**src/rtl/wb_stage.sv**
```systemverilog
// RV32I writeback stage: captures retiring instructions, runs the data-memory
// load handshake, aligns/extends load data and drives the regfile write port.
package regfilemux;
    typedef enum logic [3:0] {
        alu_out,
        br_en,
        u_imm,
        lw,
        pc_plus4,
        lb,
        lbu,
        lh,
        lhu
    } regfilemux_sel_t;
endpackage

module wb_stage #(
    parameter int unsigned width = 32,
    parameter int unsigned CNT_W = 64
) (
    input  logic                         clk,
    input  logic                         rst,
    input  logic                         WB_valid_i,
    input  logic                         WB_load_regfile_i,
    input  logic                         WB_mem_read_i,
    input  regfilemux::regfilemux_sel_t  WB_regfilemux_sel_i,
    input  logic [4:0]                   WB_rd_i,
    input  logic [width-1:0]             WB_alu_out_i,
    input  logic                         WB_br_en_i,
    input  logic [width-1:0]             WB_u_imm_i,
    input  logic [width-1:0]             WB_pc_out_i,
    input  logic                         WB_dmem_resp_i,
    input  logic [width-1:0]             WB_dmem_rdata_i,
    output logic                         WB_dmem_read_o,
    output logic [width-1:0]             WB_dmem_address_o,
    output logic                         WB_load_regfile_o,
    output logic [4:0]                   WB_rd_wr_o,
    output logic [width-1:0]             WB_wr_data_o,
    output logic                         WB_stall_o,
    output logic [CNT_W-1:0]             WB_instret_o
);

    typedef enum logic [1:0] {IDLE, MEM_WAIT, COMMIT} state_t;

    state_t                      state;
    logic                        ld_q;
    logic [4:0]                  rd_q;
    regfilemux::regfilemux_sel_t sel_q;
    logic [width-1:0]            alu_q;

    function automatic logic [width-1:0] wb_value(
        input regfilemux::regfilemux_sel_t sel,
        input logic [width-1:0]            alu,
        input logic                        br,
        input logic [width-1:0]            uimm,
        input logic [width-1:0]            pc,
        input logic [width-1:0]            rdata
    );
        logic [7:0]  b;
        logic [15:0] h;
        b = rdata[{alu[1:0], 3'b000} +: 8];
        // Halfword lane picked by alu[1] only; misaligned offsets are not trapped.
        h = alu[1] ? rdata[31:16] : rdata[15:0];
        case (sel)
            regfilemux::alu_out:  wb_value = alu;
            regfilemux::br_en:    wb_value = {{(width-1){1'b0}}, br};
            regfilemux::u_imm:    wb_value = uimm;
            regfilemux::pc_plus4: wb_value = pc + width'(4);
            regfilemux::lw:       wb_value = rdata;
            regfilemux::lb:       wb_value = {{(width-8){b[7]}}, b};
            regfilemux::lbu:      wb_value = {{(width-8){1'b0}}, b};
            regfilemux::lh:       wb_value = {{(width-16){h[15]}}, h};
            regfilemux::lhu:      wb_value = {{(width-16){1'b0}}, h};
            default:              wb_value = alu;
        endcase
    endfunction

    // Stall and the read request are combinational so upstream freezes in the
    // same cycle the stage enters MEM_WAIT, including the response cycle.
    assign WB_stall_o        = (state == MEM_WAIT);
    assign WB_dmem_read_o    = (state == MEM_WAIT);
    assign WB_dmem_address_o = {alu_q[width-1:2], 2'b00};

    always_ff @(posedge clk) begin
        if (!rst) begin
            state             <= IDLE;
            ld_q              <= 1'b0;
            rd_q              <= '0;
            sel_q             <= regfilemux::alu_out;
            alu_q             <= '0;
            WB_load_regfile_o <= 1'b0;
            WB_rd_wr_o        <= '0;
            WB_wr_data_o      <= '0;
            WB_instret_o      <= '0;
        end else begin
            WB_load_regfile_o <= 1'b0;
            if (state == COMMIT) begin
                WB_instret_o <= WB_instret_o + CNT_W'(1);
            end
            case (state)
                IDLE, COMMIT: begin
                    if (WB_valid_i) begin
                        ld_q  <= WB_load_regfile_i;
                        rd_q  <= WB_rd_i;
                        sel_q <= WB_regfilemux_sel_i;
                        alu_q <= WB_alu_out_i;
                        if (WB_mem_read_i) begin
                            state <= MEM_WAIT;
                        end else begin
                            state             <= COMMIT;
                            WB_load_regfile_o <= WB_load_regfile_i && (WB_rd_i != 5'd0);
                            WB_rd_wr_o        <= WB_rd_i;
                            WB_wr_data_o      <= wb_value(WB_regfilemux_sel_i, WB_alu_out_i,
                                                          WB_br_en_i, WB_u_imm_i,
                                                          WB_pc_out_i, WB_dmem_rdata_i);
                        end
                    end else begin
                        state <= IDLE;
                    end
                end
                MEM_WAIT: begin
                    if (WB_dmem_resp_i) begin
                        state             <= COMMIT;
                        WB_load_regfile_o <= ld_q && (rd_q != 5'd0);
                        WB_rd_wr_o        <= rd_q;
                        WB_wr_data_o      <= wb_value(sel_q, alu_q, 1'b0, '0, '0,
                                                      WB_dmem_rdata_i);
                    end
                end
                default: state <= IDLE;
            endcase
        end
    end

endmodule
```
**config.mk**
```make
export PLATFORM = sky130hd
export DESIGN_NAME = wb_stage
export DESIGN_NICKNAME = d
export VERILOG_FILES = /design/src/rtl/wb_stage.sv
export SDC_FILE = /design/constraint.sdc
export NUM_CORES = 1
export LEC_CHECK = 0
export BUFFER_PORTS_ARGS = -buffer_cell sky130_fd_sc_hd__buf_2
export CELL_PAD_IN_SITES_DETAIL_PLACEMENT = 0
export CELL_PAD_IN_SITES_GLOBAL_PLACEMENT = 1
export CORE_ASPECT_RATIO = 1.4
export CORE_MARGIN = 2
export CORE_UTILIZATION = 38
export CTS_CLUSTER_DIAMETER = 120
export DETAILED_ROUTE_END_ITERATION = 6
export PLACE_DENSITY_LB_ADDON = 0.1
export SLEW_MARGIN = 20
export SYNTH_ARGS = -nofsm -noshare
export SYNTH_HDL_FRONTEND = slang
export SYNTH_SLANG_ARGS = --single-unit
```
**constraint.sdc**
```tcl
create_clock -name clk -period 2.1 [get_ports clk]
set_input_delay 0.105 -clock clk [delete_from_list [all_inputs] [get_ports clk]]
set_output_delay 0.105 -clock clk [all_outputs]
set_load 0.01 [all_outputs]
```
==> flow_summary_export.csv, run 1 <==
group,metric,value,unit
final_layout,syn_to_final_growth,35.0,%
drt,route.met3.wl,2.23,mm
run,cap_violations,0,
place,dp_hpwl,29.1,mm
setup_path,crit_required,2.45,ns
drt,drc,0,
pwr,pwr-share-comb,22.7,%
floorplanning,dieWidth,137,µm
synthesis,yosys_warnings,0,
global_routing,grt_pass1_wl,57.5,mm
min_path,hold_class,"in2reg",
pwr,power.total,7.68,mW
place,placedCellCount,1764,
sta,setup_ws,0.0357,ns
setup_path,startpoint,"alu_q[1]",
global_routing,first_global_vias,10000,
drt,antenna_left,0,
global_routing,grt_max_degree,55,
synthesis,ys.flop_type,"dfxtp_1",
setup_path,startpoint_type,"register",
floorplanning,ios,280,
sta,totalNegativeSetupSlack,0,ns
sta,tightest_slew,0.747,ns
setup_path,crit_fanout,17,
run_status,status,"completed",
synthesis,syn_area,0.00936,mm²
clock_network,htreeDepth,4,
setup_path,path_class,"reg2reg",
drt,finalWirelength,38.4,mm
pwr,sw_frac_of_total,29.7,%
final_layout,layout-drive-gt1-share,31.4,%
setup_path,rr_endpoint,"WB_wr_data_o[20]",
setup_path,setup.worst_path.end,"WB_wr_data_o[20]",
sta,finalCritPeriodShare,98.3,%
final_layout,antenna_cells,0,
sta,hold_viol_final,0,
clock_network,clock_sinks,146,
drt,wirelength_met1,15.6,mm
clock_network,clk_pin_slew,0.06,ns
pwr,pwr-share-clk,38.2,%
setup_path,cp.arrival,2.41,ns
synthesis,synth-seq-cells,146,
setup_path,cp-end-kind,"register",
drt,vias,10300,
clock_network,clk_latency,0.42,ns
final_layout,final_area,0.0126,mm²
synthesis,syn_avg_cell_area,7.88,µm²
final_layout,fill_cells,2371,
drt,highest_layer,"met4",
pwr,p_sw,2.28,mW
final_layout,final_cells,1842,
drt,wl_met2,18.8,mm
drt,post_drt_wl_per_cell,20.8,µm
setup_path,rr_worst_depth,6,
clock_network,cts_tree,"yes",
place,gp_congestion,0.971,
floorplanning,rows,67,
sta,max_freq,484,MHz
floorplanning,die_y,190,µm
setup_path,rr_startpoint,"alu_q[1]",
sta,worst_clock_skew,0.00630,ns
synthesis,synth_edf_count,0,
place,portBuffers,277,
sta,slew_violations,0,
clock_network,cts_root_buf,"clkbuf_16",
pwr,vdd_drop_max,0.686,mV
place,place_ws,-0.106,ns
floorplanning,start_util,38.9,%
drt,via_per_inst,5.61,
place,placed_cell_area,0.0115,mm²
global_routing,grt-ovfl-total,0,
sta,period_needed,2.06,ns
pwr,power_frac_seq,39.1,%
final_layout,fin_util,52.5,%
pwr,p_per_area,608,mW/mm²
drt,drtIter0Drc,670,
synthesis,synthCells,1187,
clock_network,clockBufferDepth,2,
sta,rsz0062_at_grt,"yes",
sta,hold_slack,0.0455,ns
pwr,power.leakage,5.59,nW
setup_path,regToRegSetupSlack,0.04,ns
synthesis,synthArstFlopShare,0,%
drt,firstDrtPassIters,5,
sta,relSlewSlack,48.9,%
floorplanning,design.die.area,0.0259,mm²
global_routing,grt_antenna_before_repair,0,
global_routing,grt_use_total,29.1,%
synthesis,ys_seq_area_share,31.2,%
synthesis,synthDistinctLibCells,82,
pwr,internal-power,5.40,mW
clock_network,cts_made_buffers,17,
sta,finalSetupViolCount,0,
final_layout,finalNetCount,1668,
floorplanning,core_area,0.0241,mm²
==> registers in the layout, summed over array words and instances, names as in the netlist <==
register / flops
alu_q: 32
WB_instret_o: 64
WB_rd_wr_o: 5
WB_load_regfile_o: 1
ld_q: 1
WB_wr_data_o: 32
state: 2
sel_q: 4
rd_q: 5
==> final cells by class <==
type	instances	area, µm²	share of cell area [%]
flip-flops and latches	146	2930	23.2
inverters	18	68.8	0.545
clock buffers	22	464	3.68
well taps	310	388	3.07
multi-input cells	904	5850	46.4
clock inverters	7	85.1	0.674
repair buffers	435	2840	22.5
==> critical path, cell delays in order (launching register included) <==
cell and delay (ns):
dfxtp_1 0.32, mux2_2 0.26, o2111ai_1 0.18, a211oi_4 0.72
a21oi_1 0.10, o22a_1 0.22, a31oi_2 0.18
==> power by group through the flow <==
stage	registers (mW)	clock network, mW	logic [mW]
CTS	3.00	2.99	1.71
detailed placement	3.06	0	1.65
floorplan	3.05	0	0.867
finish	3.00	2.93	1.75
global placement	3.06	0	1.64
global route	3.01	3.10	1.87
==> kinds of logic after synthesis <==
| logic type | count (synthesis) | share of synthesized area, % |
|---|---|---|
| simple gates | 430 | 24.2 |
| compound gates | 332 | 22.9 |
| flops | 146 | 31.2 |
| buf+inv | 138 | 7.46 |
| xor+xnor | 83 | 7.77 |
| mux | 55 | 6.15 |
| fa+ha+maj | 2 | 0.267 |
| other cells | 1 | 0.0401 |
==> routing by layer <==
layer,vias up,global-route usage (%)
met5,-,0
met4,0,13.2
met3,88,3.84
met2,448,50.1
met1,4836,35.7
li1,4967,-
==> how the worst min path moves through the flow <==
stage / slack [ns] / cells after the start / endpoint / from
detailed placement: 0.37 / 3 / alu_q[16] / WB_alu_out_i[16]
floorplan: 0.24 / 2 / ld_q / WB_load_regfile_i
global placement: 0.36 / 3 / alu_q[29] / WB_alu_out_i[29]
global route: 0.06 / 3 / state[0] / WB_mem_read_i
finish: 0.05 / 3 / state[0] / WB_mem_read_i
CTS: 0.03 / 3 / state[0] / WB_mem_read_i
==> layout by cell type, fill, tap and decap left out, types with 21 or more instances in the layout <==
master	count
xor2_1	55
dlygate4sd3_1	38
o221ai_1	21
buf_2	277
xnor2_1	26
nand4_1	32
buf_4	108
nand2_1	144
nand3_1	42
nor2_1	88
and3_1	25
mux2i_1	44
o21ai_0	75
a21oi_1	84
dfxtp_1	141
==> cell usage after synthesis (all sizes together) (5+ instances only) <==
master | n | area, µm²
a21o | 5 | 37.5
o211ai | 16 | 120
o22ai | 15 | 93.8
clkbuf | 51 | 191
o21ai | 92 | 464
a311oi | 6 | 52.6
nand2b | 7 | 43.8
or3 | 11 | 68.8
nand4 | 36 | 277
o22a | 8 | 70.1
buf | 69 | 439
inv | 17 | 63.8
o21a | 6 | 45.0
xnor2 | 28 | 245
nor2b | 5 | 31.3
mux2i | 44 | 440
mux2 | 10 | 113
and3 | 26 | 168
and4 | 9 | 81.3
o221ai | 21 | 184
nand2 | 145 | 544
a31oi | 14 | 87.6
nor4 | 7 | 104
a221oi | 12 | 105
a211oi | 13 | 103
o221a | 7 | 78.8
a22oi | 6 | 45.0
nor3 | 14 | 81.3
nor2 | 88 | 330
nand3 | 43 | 215
a21oi | 84 | 420
xor2 | 55 | 482
dfxtp | 146 | 2920
and2 | 18 | 113
==> timing repair <==
item / CTS / global route
endpoints found under the hold margin: 45 / 0
setup endpoints to repair: 1 / 36
resized for setup: 6 / 13
hold buffers: 38 / 0
buffers inserted: 7 / 2
cloned: 1 / 1
pin swaps: 1 / 6
(Power assumes the default switching activity.)
==> run 2: changes to the inputs <==
--- a/config.mk
+++ b/config.mk
@@ -10,7 +10,7 @@
 export CELL_PAD_IN_SITES_GLOBAL_PLACEMENT = 1
 export CORE_ASPECT_RATIO = 1.4
 export CORE_MARGIN = 2
-export CORE_UTILIZATION = 38
+export CORE_UTILIZATION = 41
 export CTS_CLUSTER_DIAMETER = 120
 export DETAILED_ROUTE_END_ITERATION = 6
 export PLACE_DENSITY_LB_ADDON = 0.1
==> constraint.sdc (replaced) <==
create_clock -name clk -period 2.6 [get_ports clk]
set_input_delay 0.13 -clock clk [delete_from_list [all_inputs] [get_ports clk]]
set_output_delay 0.13 -clock clk [all_outputs]
set_load 0.01 [all_outputs]
==> flow_summary_export.csv, run 2 (same netlist as run 1, synthesis figures left out) <==
group,metric,value,unit
drt,drc,0,
pwr,vdd_drop_max,0.466,mV
global_routing,grt-ovfl-total,0,
setup_path,regToRegSetupSlack,0.13,ns
global_routing,top_usage_layer,"met2",
clock_network,clk_pin_slew,0.07,ns
sta,totalNegativeSetupSlack,0,ns
final_layout,fill_cells,2281,
setup_path,path_cells,"nor3_1 -> xnor2_2 -> o21ai_1 -> a221oi_1 -> o22a_1 -> a21oi_1",
setup_path,cp_slowest_cell,"nor3_1",
global_routing,grt_pass1_wl,56.6,mm
sta,setup_ws,0.131,ns
sta,finalCritPeriodShare,94.9,%
sta,period_needed,2.47,ns
setup_path,max_stage_delay,0.63,ns
setup_path,crit_required,2.92,ns
floorplanning,start_util,41.7,%
setup_path,crit_buf_inv,0,
drt,vias,10200,
final_layout,multi_input_area,0.00578,mm²
setup_path,cp-end-kind,"register",
setup_path,rr_endpoint,"WB_wr_data_o[11]",
clock_network,clock_sinks,146,
final_layout,regArea,0.00292,mm²
drt,finalWirelength,36.9,mm
floorplanning,ios,280,
final_layout,syn_to_final_growth,27.9,%
global_routing,met2_usage,51.8,%
drt,drtIter0Drc,731,
clock_network,cts_made_buffers,17,
setup_path,crit_fanout,12,
run,cap_violations,0,
setup_path,cp.depth,6,
final_layout,finalNetCount,1596,
min_path,hp-start,"rst",
sta,hold_viol_final,0,
sta,max_freq,405,MHz
drt,antenna_left,0,
clock_network,cts_setup_buffers,0,
setup_path,cp.arrival,2.78,ns
clock_network,cts_tree,"yes",
run_status,status,"completed",
global_routing,first_global_vias,9839,
place,placed_cell_area,0.0109,mm²
setup_path,rr_worst_depth,6,
clock_network,cts_root_buf,"clkbuf_16",
final_layout,mostFrequentLayoutCells,"277 x buf_2, 146 x dfxtp_1, 145 x nand2_1",
floorplanning,die_y,183,µm
final_layout,layout-drive-gt1-share,27.3,%
pwr,p_per_area,550,mW/mm²
final_layout,regMostFlops,"WB_instret_o",
setup_path,path_class,"reg2reg",
sta,finalSetupViolCount,0,
place,gp_congestion,0.949,
setup_path,startpoint_type,"register",
final_layout,reg_top3,"WB_instret_o: 64 flops, WB_wr_data_o: 32 flops, alu_q: 32 flops",
final_layout,antenna_cells,0,
global_routing,grt_util_met1,37.0,%
clock_network,htreeDepth,4,
drt,via_per_inst,5.76,
setup_path,rr_startpoint,"sel_q[0]",
setup_path,cp_top_family,"compound AO/OA/AOI/OAI gates",
final_layout,final_common_cell,"buf_2",
pwr,power.leakage,5.21,nW
place,dp_hpwl,28.2,mm
sta,slew_violations,0,
drt,post_drt_wl_per_cell,20.9,µm
global_routing,grtUsageMet3,4.84,%
global_routing,grt_antenna_before_repair,0,
place,placedCellCount,1695,
min_path,holdPathStages,3,
sta,relSlewSlack,50.2,%
min_path,hold_class,"in2reg",
clock_network,clockBufferDepth,2,
drt,firstDrtPassIters,5,
sta,tightest_slew,0.746,ns
final_layout,largest_reg_flops,64,
final_layout,final_area,0.0120,mm²
place,portBuffers,277,
global_routing,grt_max_degree,106,
place,place_ws,0.198,ns
clock_network,clk_latency,0.44,ns
final_layout,final_cells,1764,
sta,worst_clock_skew,0.0136,ns
min_path,hold_end,"WB_instret_o[19]",
floorplanning,design.die.area,0.0241,mm²
sta,rsz0062_at_grt,"no",
floorplanning,rows,65,
floorplanning,dieWidth,132,µm
floorplanning,core_area,0.0224,mm²
global_routing,grt_use_total,30.3,%
## run 2: changes by cell type in the layout (fill, tap and decap cells not counted), moves of 2 or more
| cell | change |
|---|---|
| bufinv_16 | +4 |
| o21ai_2 | -2 |
| inv_6 | +2 |
| dfxtp_2 | -4 |
| dfxtp_1 | +5 |
| clkbuf_8 | -2 |
| o21ai_1 | +2 |
| clkbuf_1 | -2 |
| buf_12 | -8 |
| a221oi_1 | +4 |
| buf_4 | -61 |
| a221oi_2 | -4 |
## run 2: report_power, final
group / internal [mW] / switching (mW) / total (mW)
registers: 2.34 / 0.0918 / 2.43
clock network: 1.80 / 1.03 / 2.83
logic: 0.519 / 0.795 / 1.31
## run 2: per-layer routing
layer  part of all wire [%]  wire, µm
met5                      0         0
met4                    5.0      1840
met3                    6.4      2360
met2                     48     17800
met1                     40     14900
## run 2: worst max path at each step
| stage | startpoint | to |
|---|---|---|
| global placement | sel_q[0] | WB_wr_data_o[11] |
| floorplan | WB_instret_o[0] | WB_instret_o[62] |
| finish | sel_q[0] | WB_wr_data_o[11] |
| detailed placement | sel_q[0] | WB_wr_data_o[11] |
| CTS | sel_q[0] | WB_wr_data_o[11] |
| global route | sel_q[0] | WB_wr_data_o[11] |
## run 2: layout make-up
cell class / instances / area share, %
Sequential cell: 146 / 24.4
Timing Repair Buffer: 363 / 18.0
Tap cell: 301 / 3.15
Multi-Input combinational cell: 904 / 48.3
Inverter: 18 / 0.575
Clock inverter: 14 / 1.96
Clock buffer: 18 / 3.59
## run 2: worst register-to-register path, cell delays in order (launching register included)
cell,delay [ns]
dfxtp_1,0.45
nor3_1,0.63
xnor2_2,0.19
o21ai_1,0.23
a221oi_1,0.54
o22a_1,0.24
a21oi_1,0.06
## run 2: stage by stage
stage	total power, mW	hold WS [ns]	utilization, %
floorplan	3.17	0.266	-
global placement	3.73	0.388	48.7
detailed placement	3.73	0.392	48.7
global route	6.80	0.0285	53.3
finish	6.57	0.0102	53.3
CTS	6.57	0.00546	53.3
## run 2: timing repair
| action | 4_1_cts | 5_1_grt |
|---|---|---|
| endpoints found under the hold margin | 43 | 0 |
| resized for setup | 0 | 0 |
| hold buffers | 37 | 0 |
